<file path="config.mk">
export PLATFORM = sky130hd
export DESIGN_NAME = alu_seq_ctrl
export DESIGN_NICKNAME = d
export VERILOG_FILES = /design/src/rtl/alu_seq_ctrl.sv
export SDC_FILE = /design/constraint.sdc
export NUM_CORES = 1
export LEC_CHECK = 0
export CAP_MARGIN = 10
export CORE_MARGIN = 2
export CORE_UTILIZATION = 35
export DETAILED_ROUTE_END_ITERATION = 6
export PLACE_DENSITY = 0.82
export REMOVE_ABC_BUFFERS = 1
export SKIP_CTS_REPAIR_TIMING = 1
export SYNTH_ARGS = -nofsm -noshare
export SYNTH_HDL_FRONTEND = slang
export SYNTH_SLANG_ARGS = --single-unit
</file>
<file path="constraint.sdc">
create_clock -name clk -period 2 [get_ports clk]
set_input_delay 0.4 -clock clk [delete_from_list [all_inputs] [get_ports clk]]
set_output_delay 0.4 -clock clk [all_outputs]
set_load 0.02 [all_outputs]
</file>
<file path="src/rtl/alu_seq_ctrl.sv">
// Single-issue sequencer driving one register-bank read, ALU evaluation and write-back per command.
// Optional DIV_ZERO_TRAP_EN adds a sticky div_zero output that suppresses divide-by-zero write-back.
module alu_seq_ctrl #(
  parameter int DATA_W = 32,
  parameter int ADDR_W = 4,
  parameter int CNT_W  = 16
) (
  input  logic              clk,
  input  logic              rst,
  input  logic              cmd_valid,
  output logic              cmd_ready,
  input  logic [3:0]        cmd_op,
  input  logic [ADDR_W-1:0] cmd_rs1,
  input  logic [ADDR_W-1:0] cmd_rs2,
  input  logic [ADDR_W-1:0] cmd_rd,
  output logic [ADDR_W-1:0] rf_rd_addr1,
  output logic [ADDR_W-1:0] rf_rd_addr2,
  input  logic [DATA_W-1:0] rf_rd_data1,
  input  logic [DATA_W-1:0] rf_rd_data2,
  output logic              rf_wr_en,
  output logic [ADDR_W-1:0] rf_wr_addr,
  output logic [DATA_W-1:0] rf_wr_data,
  output logic [DATA_W-1:0] alu_a,
  output logic [DATA_W-1:0] alu_b,
  output logic [3:0]        alu_op,
  input  logic [DATA_W-1:0] alu_r,
  output logic              done,
  output logic [DATA_W-1:0] result,
  output logic              illegal_op,
`ifdef DIV_ZERO_TRAP_EN
  output logic              div_zero,
`endif
  output logic [CNT_W-1:0]  retired
);

  typedef enum logic [1:0] {IDLE, READ, EXEC, WRITE} state_t;

  state_t            state;
  logic [3:0]        op_q;
  logic [ADDR_W-1:0] rd_q;
  logic              unary;
  logic              illegal;
  logic              trap;

  assign unary   = (op_q == 4'd7) || (op_q == 4'd11) || (op_q == 4'd12) || (op_q == 4'd13);
  assign illegal = (op_q >= 4'd14);

`ifdef DIV_ZERO_TRAP_EN
  assign trap = (alu_op == 4'd3) && (alu_b == '0);
`else
  assign trap = 1'b0;
`endif

  // Source addresses are registered at accept so the bank sees them for the whole READ cycle.
  always_ff @(posedge clk) begin
    if (rst) begin
      state       <= IDLE;
      op_q        <= '0;
      rd_q        <= '0;
      cmd_ready   <= 1'b1;
      rf_rd_addr1 <= '0;
      rf_rd_addr2 <= '0;
      rf_wr_en    <= 1'b0;
      rf_wr_addr  <= '0;
      rf_wr_data  <= '0;
      alu_a       <= '0;
      alu_b       <= '0;
      alu_op      <= '0;
      done        <= 1'b0;
      illegal_op  <= 1'b0;
      result      <= '0;
      retired     <= '0;
`ifdef DIV_ZERO_TRAP_EN
      div_zero    <= 1'b0;
`endif
    end else begin
      rf_wr_en   <= 1'b0;
      done       <= 1'b0;
      illegal_op <= 1'b0;
      case (state)
        IDLE: begin
          if (cmd_valid && cmd_ready) begin
            op_q        <= cmd_op;
            rd_q        <= cmd_rd;
            rf_rd_addr1 <= cmd_rs1;
            rf_rd_addr2 <= cmd_rs2;
            cmd_ready   <= 1'b0;
            state       <= READ;
          end
        end
        READ: begin
          alu_a  <= rf_rd_data1;
          alu_b  <= unary ? '0 : rf_rd_data2;
          alu_op <= op_q;
          state  <= EXEC;
        end
        // Write strobe, done and the retired count all become visible together in WRITE.
        EXEC: begin
          done       <= 1'b1;
          illegal_op <= illegal;
          rf_wr_addr <= rd_q;
          retired    <= retired + CNT_W'(1);
          if (!illegal && !trap) begin
            result     <= alu_r;
            rf_wr_data <= alu_r;
            rf_wr_en   <= 1'b1;
          end else begin
            rf_wr_data <= result;
          end
`ifdef DIV_ZERO_TRAP_EN
          if (trap) div_zero <= 1'b1;
`endif
          state <= WRITE;
        end
        WRITE: begin
          cmd_ready <= 1'b1;
          state     <= IDLE;
        end
        default: state <= IDLE;
      endcase
    end
  end

endmodule

</file>
### Word-level counts from Yosys, hierarchy flattened

Index checks and enable logic that the tools add are counted.

* $add $sub $neg: 1
* $lt $le $gt $ge: 1
* eq/ne operators: 8
* multiplexer cells: 7
* bitwise gates (word level): 2
* reduce and logical (&&, ||, !) cells: 10

Operators with widths (count)
* 32-bit two-way mux: 1
* 16-bit by 1-bit adder with 16-bit output (second input constant): 1
* 4-bit == test (second input constant): 3
* 2-bit one-hot mux with 4 select lines: 1
* 2-bit AND reduction: 3
* 2-bit == test (second input constant): 2
* 4-bit by 3-bit == test with 1-bit output (second input constant): 1
* 4-bit greater-or-equal comparator (second input constant): 1
* 1-bit logical OR: 3
* 1-bit two-way mux: 3
* 2-bit by 1-bit == test with 1-bit output (second input constant): 1
* 2-bit zero test: 1
* 2-bit two-way mux: 1
* 2-bit != test (second input constant): 1
* 1-bit NOT: 2
* 1-bit one-hot mux with 2 select lines: 1
* 2-bit nonzero test: 1
* 2-bit OR reduction: 1
* 1-bit logical AND: 1

* flip-flop bits (word level): 142
* bits of input ports: 115
* logic and storage cells: 44

### Logic depth before layout (Yosys ltp)

Gate-level depths: netlist of run 1.

* word-level depth: 5
* mapped depth: 8
* depth with buffers taken out: 6

### Worst setup path after synthesis of run 1

Ideal clock, no wire load.

* kind: register -> register
* from: reg retired[0]
* to: reg retired[12]
* data arrival time: 1.604 ns
* data required time: 1.874 ns
* path slack: 0.270 ns
* cell stages (with the launch flop): 6
* path buffers: 0
* path through: dfxtp_1 -> ha_1 -> inv_1 -> or4_4 -> xnor2_1 -> nor2b_1

* longest elaborated chain between the ends: 1

RTL lines
* start, declared: line 33 `output logic [CNT_W-1:0] retired`
* start signal, assigned: line 102 `retired <= retired + CNT_W'(1);`
* 16-bit by 1-bit adder with 16-bit output: line 102

No other way between the ends.
A chain may end at the register's enable or synchronous reset.

### Worst setup path after layout of run 1

* from: reg retired[6]
* to: out retired[6]

No word-level cell between the ends.

==> results.cfg, run 1 <==
[die]
core-area_um2 = 14640
die_h_um = 126.8
die_area_um2 = 16070
row_count = 44
ios = 279
die_x_um = 126.8
start_util_pct = 36.02

[placement]
globalplace.congestion = 0.7604
port_buffers = 278
pre_cts_ws_ns = 0.2945
place.detailed.hpwl_um = 10970
placedInstanceArea_um2 = 8070

[power]
internal-power_uw = 7347
pwr-share-clk_pct = 28.2
power.ir.vdd_worst_mv = 0.7267
swShare_pct = 33.21
tot_pwr_uw = 11000
switchingPower_uw = 3653
seq_power_share_pct = 34.2
share_comb_of_total_power_pct = 37.6
power.static_leakage_uw = 0.003194
cellPowerDensity_nw_per_um2 = 1271

[logic_synthesis]
syn-mean-instance-area_um2 = 9.386
synth_seq_cells = 142
netlist_area_um2 = 5275
yosysSeqAreaShare_pct = 53.89
netlist-cell-type-count = 32
synth_warnings = 0
synth_cells = 562

[timing]
post-route-period-util_pct = 96.60
hold_viol_final = 0
clock.fmax_mhz = 517.6
finalHoldWorstSlack_ns = 0.2610
min_period_ns = 1.932
worstMarginPinSlew_ns = 0.3363
post-route-worst-setup-slack_ns = 0.06810
grt_setup_unrepaired = false
final-max-slew-violation-count = 0
timing.slew.headroom_pct = 77.37
maximum_clock_skew_at_final_layout_ns = 0.008109
setup_viol = 0

[route]
ant_nets = 0
viasPerCell = 4.788
detail_route.drc_violations = 0
vias = 4812
detailedRoute.firstPassIterationCount = 4
finalWirelength_um = 15090
avgRoutedWirePerCell_um = 15.01
drt_iter0_markers = 163

[clock_tree]
clockRootBuffer = sky130_fd_sc_hd__clkbuf_16
total_cts_buffers = 17
cts.clk_slew.worst_paths_ns = 0.06
clockBufferDepth = 2
clock_latency_ns = 0.41
tritoncts = yes
cts.htree.levels = 4
cts_sink_count = 142

[critical_path]
cp_num_buf_inv = 1
critical_path.max_fanout = 6
worst_path_dominant_cell_family = buffers and inverters
crit_path_cell_trace = clkdlybuf4s50_1
crit_type = flip-flop to primary output
timing.critical_path.from_type = flip-flop
cp-end-kind = primary output
critical_path.slowest_cell = sky130_fd_sc_hd__clkdlybuf4s50_1
cpPeakStageDelay_ns = 0.67
critical_path_arrival_ns = 1.53
crit_required_ns = 1.60

[global_route]
grt_first_pass_wirelength_um = 23730
overflow = 0
antenna_found_initial = 0
grt_start_max_net_pins = 71
via_count_of_the_first_global_routing_pass = 4652
global_route.usage.total_pct = 18.71

[finish]
syn_to_final_growth_pct = 64.07
mostFrequentLayoutCells = sky130_fd_sc_hd__clkdlybuf4s50_1, sky130_fd_sc_hd__dfxtp_1, sky130_fd_sc_hd__nand2_1
antenna_cells = 0
filler_cell_count = 1257
final_design_area_no_fill_um2 = 8655
drive_above_1_share_pct = 6.577
layout.cells.most_common = sky130_fd_sc_hd__clkdlybuf4s50_1
finalNetCount = 930

[outcome]
outcome = completed

[worst_hold_path]
hold_path.class = input pin to flip-flop

[flow_run]
maxCapViolCount = 0
[area by class of cell]
class | count | area (um^2) | area share (%)
inverters | 3 | 11.26 | 0.1301
clock inverters | 8 | 106.4 | 1.229
clock buffers | 23 | 478.0 | 5.523
multi-input cells | 351 | 2048 | 23.67
well taps | 184 | 230.2 | 2.660
repair buffers | 294 | 2938 | 33.95
flip-flops and latches | 142 | 2843 | 32.85
[sequential cells by signal (all words and copies together) (netlist names), 2 cells and up]
register	cells
result	32
rf_rd_addr1	4
alu_op	4
alu_b	32
rd_q	4
alu_a	32
state	2
rf_rd_addr2	4
rf_wr_addr	4
op_q	4
retired	16
[path summary, 6_finish.rpt]
kind,from,end,slack [ns],cells past startpoint
worst max-delay path,retired[6],retired[6],0.07,1
worst min-delay path,rst,alu_a[23],0.26,2
worst max register to register,state[0],retired[12],0.27,6
worst min register to register,rf_rd_addr1[1],rf_rd_addr1[1],0.46,2
[routing by layer]
| metal | up-vias | wire (um) | global-route usage, % |
|---|---|---|---|
| met2 | 228 | 7466 | 32.85 |
| li1 | 2353 | - | - |
| met3 | 14 | 1494 | 8.182 |
| met5 | - | 0 | 0 |
| met1 | 2217 | 6008 | 20.68 |
| met4 | 0 | 119 | 5.171 |
[cell usage after synthesis (all sizes together)]
| cell | count | area share, % |
|---|---|---|
| clkbuf | 19 | 1.4 |
| dfxtp | 142 | 54 |
| nand2 | 107 | 7.6 |
| nand3b | 1 | 0.14 |
| and2 | 1 | 0.12 |
| a21oi | 53 | 5.0 |
| or3 | 1 | 0.12 |
| or4 | 1 | 0.21 |
| o21ai | 2 | 0.19 |
| a31o | 1 | 0.17 |
| ha | 6 | 1.4 |
| nor3 | 3 | 0.28 |
| mux2 | 3 | 0.64 |
| nor2b | 7 | 0.83 |
| nor2 | 57 | 4.1 |
| and4 | 2 | 0.33 |
| inv | 3 | 0.21 |
| a22o | 32 | 5.3 |
| xor2 | 6 | 1.0 |
| nand2b | 2 | 0.24 |
| and3 | 2 | 0.24 |
| nand4 | 6 | 0.83 |
| mux2i | 42 | 8.0 |
| nor4 | 1 | 0.12 |
| buf | 47 | 5.9 |
| nand3 | 9 | 0.85 |
| nand4b | 1 | 0.17 |
| xnor2 | 4 | 0.66 |
| o22ai | 1 | 0.12 |
[power groups by stage]
stage	combinational (uW)	sequential (uW)	clock, uW
4_1_cts	4200	3760	3180
2_1_floorplan	1390	4530	0
5_1_grt	4450	3840	3310
3_3_place_gp	4130	3800	0
6_report	4140	3760	3110
3_5_place_dp	4180	3810	0
[metrics by stage]
step,setup TNS (ns),cells,utilization (%)
floorplan,-52.27,496,-
global placement,0,974,55.11
detailed placement,0,974,55.11
CTS,0,1005,59.10
global route,0,1005,59.10
finish,0,1005,59.10
[kinds of logic after synthesis]
| family | synth area share [%] |
|---|---|
| buffers and inverters | 7.448 |
| adders and majority gates | 1.423 |
| muxes | 8.610 |
| DFF | 53.89 |
| AOI/OAI and AO/OA | 10.82 |
| and+or+nand+nor | 16.15 |
| xor gates and xnor gates | 1.660 |
Power figures use the tool's default switching activity.
==> run 2: changes to the inputs <==
--- a/config.mk
+++ b/config.mk
@@ -7,9 +7,9 @@
 export LEC_CHECK = 0
 export CAP_MARGIN = 10
 export CORE_MARGIN = 2
-export CORE_UTILIZATION = 35
+export CORE_UTILIZATION = 39
 export DETAILED_ROUTE_END_ITERATION = 6
-export PLACE_DENSITY = 0.82
+export PLACE_DENSITY = 0.89
 export REMOVE_ABC_BUFFERS = 1
 export SKIP_CTS_REPAIR_TIMING = 1
 export SYNTH_ARGS = -nofsm -noshare
==> run 2 against run 1 <==
Net effect:
- sequential power is essentially flat
- non-clock buffer count is 1 lower
- via count decreased by 0.23%
- cell area fell by 0.27%
- global-route usage is 1.8 points higher
- first-iteration DRC count is 46% higher
- cell count down 0.80%
- critical path type unchanged
==> results.cfg, run 2 (synthesized netlist as in run 1, its figures left out) <==
[outcome]
outcome = completed

[placement]
place.detailed.hpwl_um = 10880
port_buffers = 278
globalplace.congestion = 0.8164

[power]
swShare_pct = 33.52
seq_power_share_pct = 34.2
power.static_leakage_uw = 0.003193
share_comb_of_total_power_pct = 37.4
cellPowerDensity_nw_per_um2 = 1271
power.ir.vdd_worst_mv = 0.8331
switchingPower_uw = 3678
pwr-share-clk_pct = 28.4
internal-power_uw = 7293

[critical_path]
cpPeakStageDelay_ns = 0.66
crit_type = flip-flop to primary output
crit_required_ns = 1.60
critical_path.max_fanout = 6
critical_path_cell_count = 1
crit_path_cell_trace = clkdlybuf4s50_1
cp-end-kind = primary output
worst-r2r-cell-count = 6
cp_num_buf_inv = 1
critical_path_arrival_ns = 1.52
critical_path.slowest_cell = sky130_fd_sc_hd__clkdlybuf4s50_1
timing.critical_path.from_type = flip-flop
worst_path_dominant_cell_family = buffers and inverters

[flow_run]
maxCapViolCount = 0

[global_route]
global_route.usage.total_pct = 20.48
via_count_of_the_first_global_routing_pass = 4676
grt_start_max_net_pins = 89
antenna_found_initial = 0
overflow = 0
grt_first_pass_wirelength_um = 23310

[finish]
drive_above_1_share_pct = 6.821
finalNetCount = 929
syn_to_final_growth_pct = 63.61
antenna_cells = 0
final_core_util_pct = 65.17
layout.cells.most_common = sky130_fd_sc_hd__clkdlybuf4s50_1
layout_top_registers = alu_a x32, alu_b x32, result x32
mostFrequentLayoutCells = sky130_fd_sc_hd__clkdlybuf4s50_1, sky130_fd_sc_hd__dfxtp_1, sky130_fd_sc_hd__nand2_1

[timing]
post-route-period-util_pct = 96.19
min_period_ns = 1.924
final-max-slew-violation-count = 0
clock.fmax_mhz = 519.8
hold_viol_final = 0
setup_viol = 0
worstMarginPinSlew_ns = 0.4336
timing.slew.headroom_pct = 70.83
grt_setup_unrepaired = false
fin_setup_tns_ns = 0
maximum_clock_skew_at_final_layout_ns = 0.007742

[route]
drt_iter0_markers = 238
ant_nets = 0
detail_route.drc_violations = 0
vias = 4801
top_layer = met4
wl_met2_um = 7151
viasPerCell = 4.815
routed-wl-met3_um = 1457
detailedRoute.firstPassIterationCount = 4
finalWirelength_um = 14800
met1_routed_wirelength_after_detailed_routing_um = 5821
avgRoutedWirePerCell_um = 14.85

[die]
core-area_um2 = 13240
start_util_pct = 39.83
die_x_um = 120.3
die_area_um2 = 14470
row_count = 42
die_h_um = 120.3
ios = 279

[worst_hold_path]
min_delay_path_depth = 2
hold_path.class = input pin to flip-flop

[clock_tree]
tritoncts = yes
clockRootBuffer = sky130_fd_sc_hd__clkbuf_16
total_cts_buffers = 17
clockBufferDepth = 2
cts_sink_count = 142
clock_latency_ns = 0.41
cts.htree.levels = 4
cts.clk_slew.worst_paths_ns = 0.06
[run 2: cell types whose count changed in the layout (fill, tap and decap cells not counted), sizes merged]
cell,change
buf,-1
clkbuf,-3
inv,+1
clkinv,+3
[run 2: path summary, 6_finish.rpt]
path                                     start             end  slack [ns]
worst min-delay path                       rst         op_q[2]        0.27
worst max-delay path                retired[2]      retired[2]        0.08
worst max register to register        state[0]     retired[13]        0.32
worst min register to register  rf_rd_addr1[1]  rf_rd_addr1[1]        0.45
[run 2: final cells by class]
type | count | area (um^2)
Clock buffer | 20 | 456.7
Clock inverter | 12 | 133.9
Fill cell | 1060 | 4612
Inverter | 3 | 11.26
Multi-Input combinational cell | 351 | 2048
Sequential cell | 142 | 2843
Tap cell | 176 | 220.2
Timing Repair Buffer | 293 | 2918
[run 2: power groups by stage]
stage / clock [uW] / sequential (uW) / combinational (uW)
finish: 3110 / 3750 / 4110
global route: 3330 / 3830 / 4410
CTS: 3180 / 3760 / 4150
detailed placement: 0 / 3800 / 4130
global placement: 0 / 3780 / 4100
floorplan: 0 / 4530 / 1390
[run 2: layer usage]
metal | up-vias | global-route usage [%]
li1 | 2358 | -
met1 | 2206 | 22.76
met2 | 215 | 35.05
met3 | 22 | 8.396
met4 | 0 | 7.776
met5 | - | 0
[run 2: stage by stage]
stage               power [uW]  instances  setup WS (ns)  hold WS [ns]  instance area [um^2]
floorplan                 5917        496         -1.455        0.4300                  4893
global placement          7882        965         0.3094        0.4429                  8040
detailed placement        7932        965         0.2608        0.4476                  8040
CTS                      11090        997        0.05761        0.2516                  8631
global route             11560        997        0.02078        0.2691                  8631
finish                   10970        997        0.07628        0.2652                  8631
==> run 3: changes to the inputs <==
--- a/config.mk
+++ b/config.mk
@@ -10,6 +10,7 @@
 export CORE_UTILIZATION = 39
 export DETAILED_ROUTE_END_ITERATION = 6
 export PLACE_DENSITY = 0.89
+export RECOVER_POWER = 25
 export REMOVE_ABC_BUFFERS = 1
 export SKIP_CTS_REPAIR_TIMING = 1
 export SYNTH_ARGS = -nofsm -noshare
==> run 3 against run 2 <==
Net effect:
- largest power group unchanged
- cell area is 0.12% lower
- clock skew hardly changed
- critical path type unchanged
- first-iteration DRC count is 0.84% higher
- sequential share of layout area hardly changed
- clock power hardly changed
- critical endpoint unchanged
==> results.cfg, run 3 (synthesized netlist as in run 1, its figures left out) <==
[global_route]
grtUsageMet1_pct = 22.76
overflow = 0
grt_busiest_layer = met2
antenna_found_initial = 0
via_count_of_the_first_global_routing_pass = 4676
globalRouteMet2Util_pct = 35.05
groute.layer.met3.usage_pct = 8.396
grt_first_pass_wirelength_um = 23310
grt_start_max_net_pins = 89
global_route.usage.total_pct = 20.48

[clock_tree]
cts.htree.levels = 4
clockRootBuffer = sky130_fd_sc_hd__clkbuf_16
cts.clk_slew.worst_paths_ns = 0.06
cts_sink_count = 142
total_cts_buffers = 17
clock_latency_ns = 0.41
clockBufferDepth = 2
tritoncts = yes

[critical_path]
cpPeakStageDelay_ns = 0.66
critical_path_arrival_ns = 1.52
critical_path.max_fanout = 6
critical_path.slowest_cell = sky130_fd_sc_hd__clkdlybuf4s50_1
timing.critical_path.from_type = flip-flop
crit_path_cell_trace = clkdlybuf4s50_1
cp-end-kind = primary output
cp_num_buf_inv = 1
critical_path_cell_count = 1
worst-r2r-cell-count = 6
crit_required_ns = 1.60
crit_type = flip-flop to primary output
worst_path_dominant_cell_family = buffers and inverters

[finish]
layout.cells.most_common = sky130_fd_sc_hd__clkdlybuf4s50_1
register_area_um2 = 2843
final_design_area_no_fill_um2 = 8621
filler_cell_count = 1059
syn_to_final_growth_pct = 63.43
finalNetCount = 929
layout_top_registers = alu_a x32, alu_b x32, result x32
drive_above_1_share_pct = 6.699
mostFrequentLayoutCells = sky130_fd_sc_hd__clkdlybuf4s50_1, sky130_fd_sc_hd__dfxtp_1, sky130_fd_sc_hd__nand2_1
multi_input_area_um2 = 2046
antenna_cells = 0
layoutNonFillerInstCount = 997

[route]
finalWirelength_um = 14800
detailedRoute.firstPassIterationCount = 4
avgRoutedWirePerCell_um = 14.85
drt_iter0_markers = 240
viasPerCell = 4.815
detail_route.drc_violations = 0
ant_nets = 0
vias = 4801

[timing]
setup_viol = 0
maximum_clock_skew_at_final_layout_ns = 0.007733
grt_setup_unrepaired = false
clock.fmax_mhz = 519.9
final-max-slew-violation-count = 0
min_period_ns = 1.923
hold_viol_final = 0
timing.slew.headroom_pct = 62.32
worstMarginPinSlew_ns = 0.5651
post-route-period-util_pct = 96.16

[power]
cellPowerDensity_nw_per_um2 = 1271
power.static_leakage_uw = 0.003192
power.ir.vdd_worst_mv = 0.8332

[die]
die_h_um = 120.3
core-area_um2 = 13240
row_count = 42
die_area_um2 = 14470
ios = 279
start_util_pct = 39.83
die_x_um = 120.3

[placement]
dpl.cell_count = 965
placedInstanceArea_um2 = 8040
port_buffers = 278
globalplace.congestion = 0.8164
place.detailed.hpwl_um = 10880

[worst_hold_path]
min_delay_path_depth = 2
hold_path.class = input pin to flip-flop

[flow_run]
maxCapViolCount = 0

[outcome]
outcome = completed
[run 3: area by class of cell]
cell class,instances,share of cell area (%)
well taps,176,2.554
repair buffers,293,33.76
flip-flops and latches,142,32.98
inverters,3,0.1306
clock buffers,20,5.298
clock inverters,12,1.553
multi-input cells,351,23.73
[run 3: routing by layer]
layer | part of all wire, % | vias up
met4 | 2.5 | 0
met1 | 40 | 2213
met3 | 9.7 | 22
met2 | 48 | 208
li1 | - | 2358
met5 | 0 | -
[run 3: metrics by stage]
stage               worst slack (ns)  TNS [ns]  power (uW)  hold WS, ns  utilization (%)
global route                 0.02078         0       11540       0.2691            65.10
CTS                          0.05761         0       11090       0.2516            65.17
finish                       0.07673         0       10950       0.2651            65.10
global placement              0.3094         0        7882       0.4429            60.71
floorplan                     -1.455    -52.27        5917       0.4300                -
detailed placement            0.2608         0        7932       0.4476            60.71
[run 3: power breakdown]
group          internal [uW]  total [uW]  switching (uW)
Clock                   1910        3110            1200
Sequential              3400        3750             357
Combinational           1970        4090            2120
[run 3: path summary, 6_finish.rpt]
kind                                     start        endpoint  slack, ns
worst max-delay path                retired[2]      retired[2]       0.08
worst min register to register  rf_rd_addr1[1]  rf_rd_addr1[1]       0.45
worst min-delay path                       rst         op_q[2]       0.27
worst max register to register        state[1]       alu_b[14]       0.18
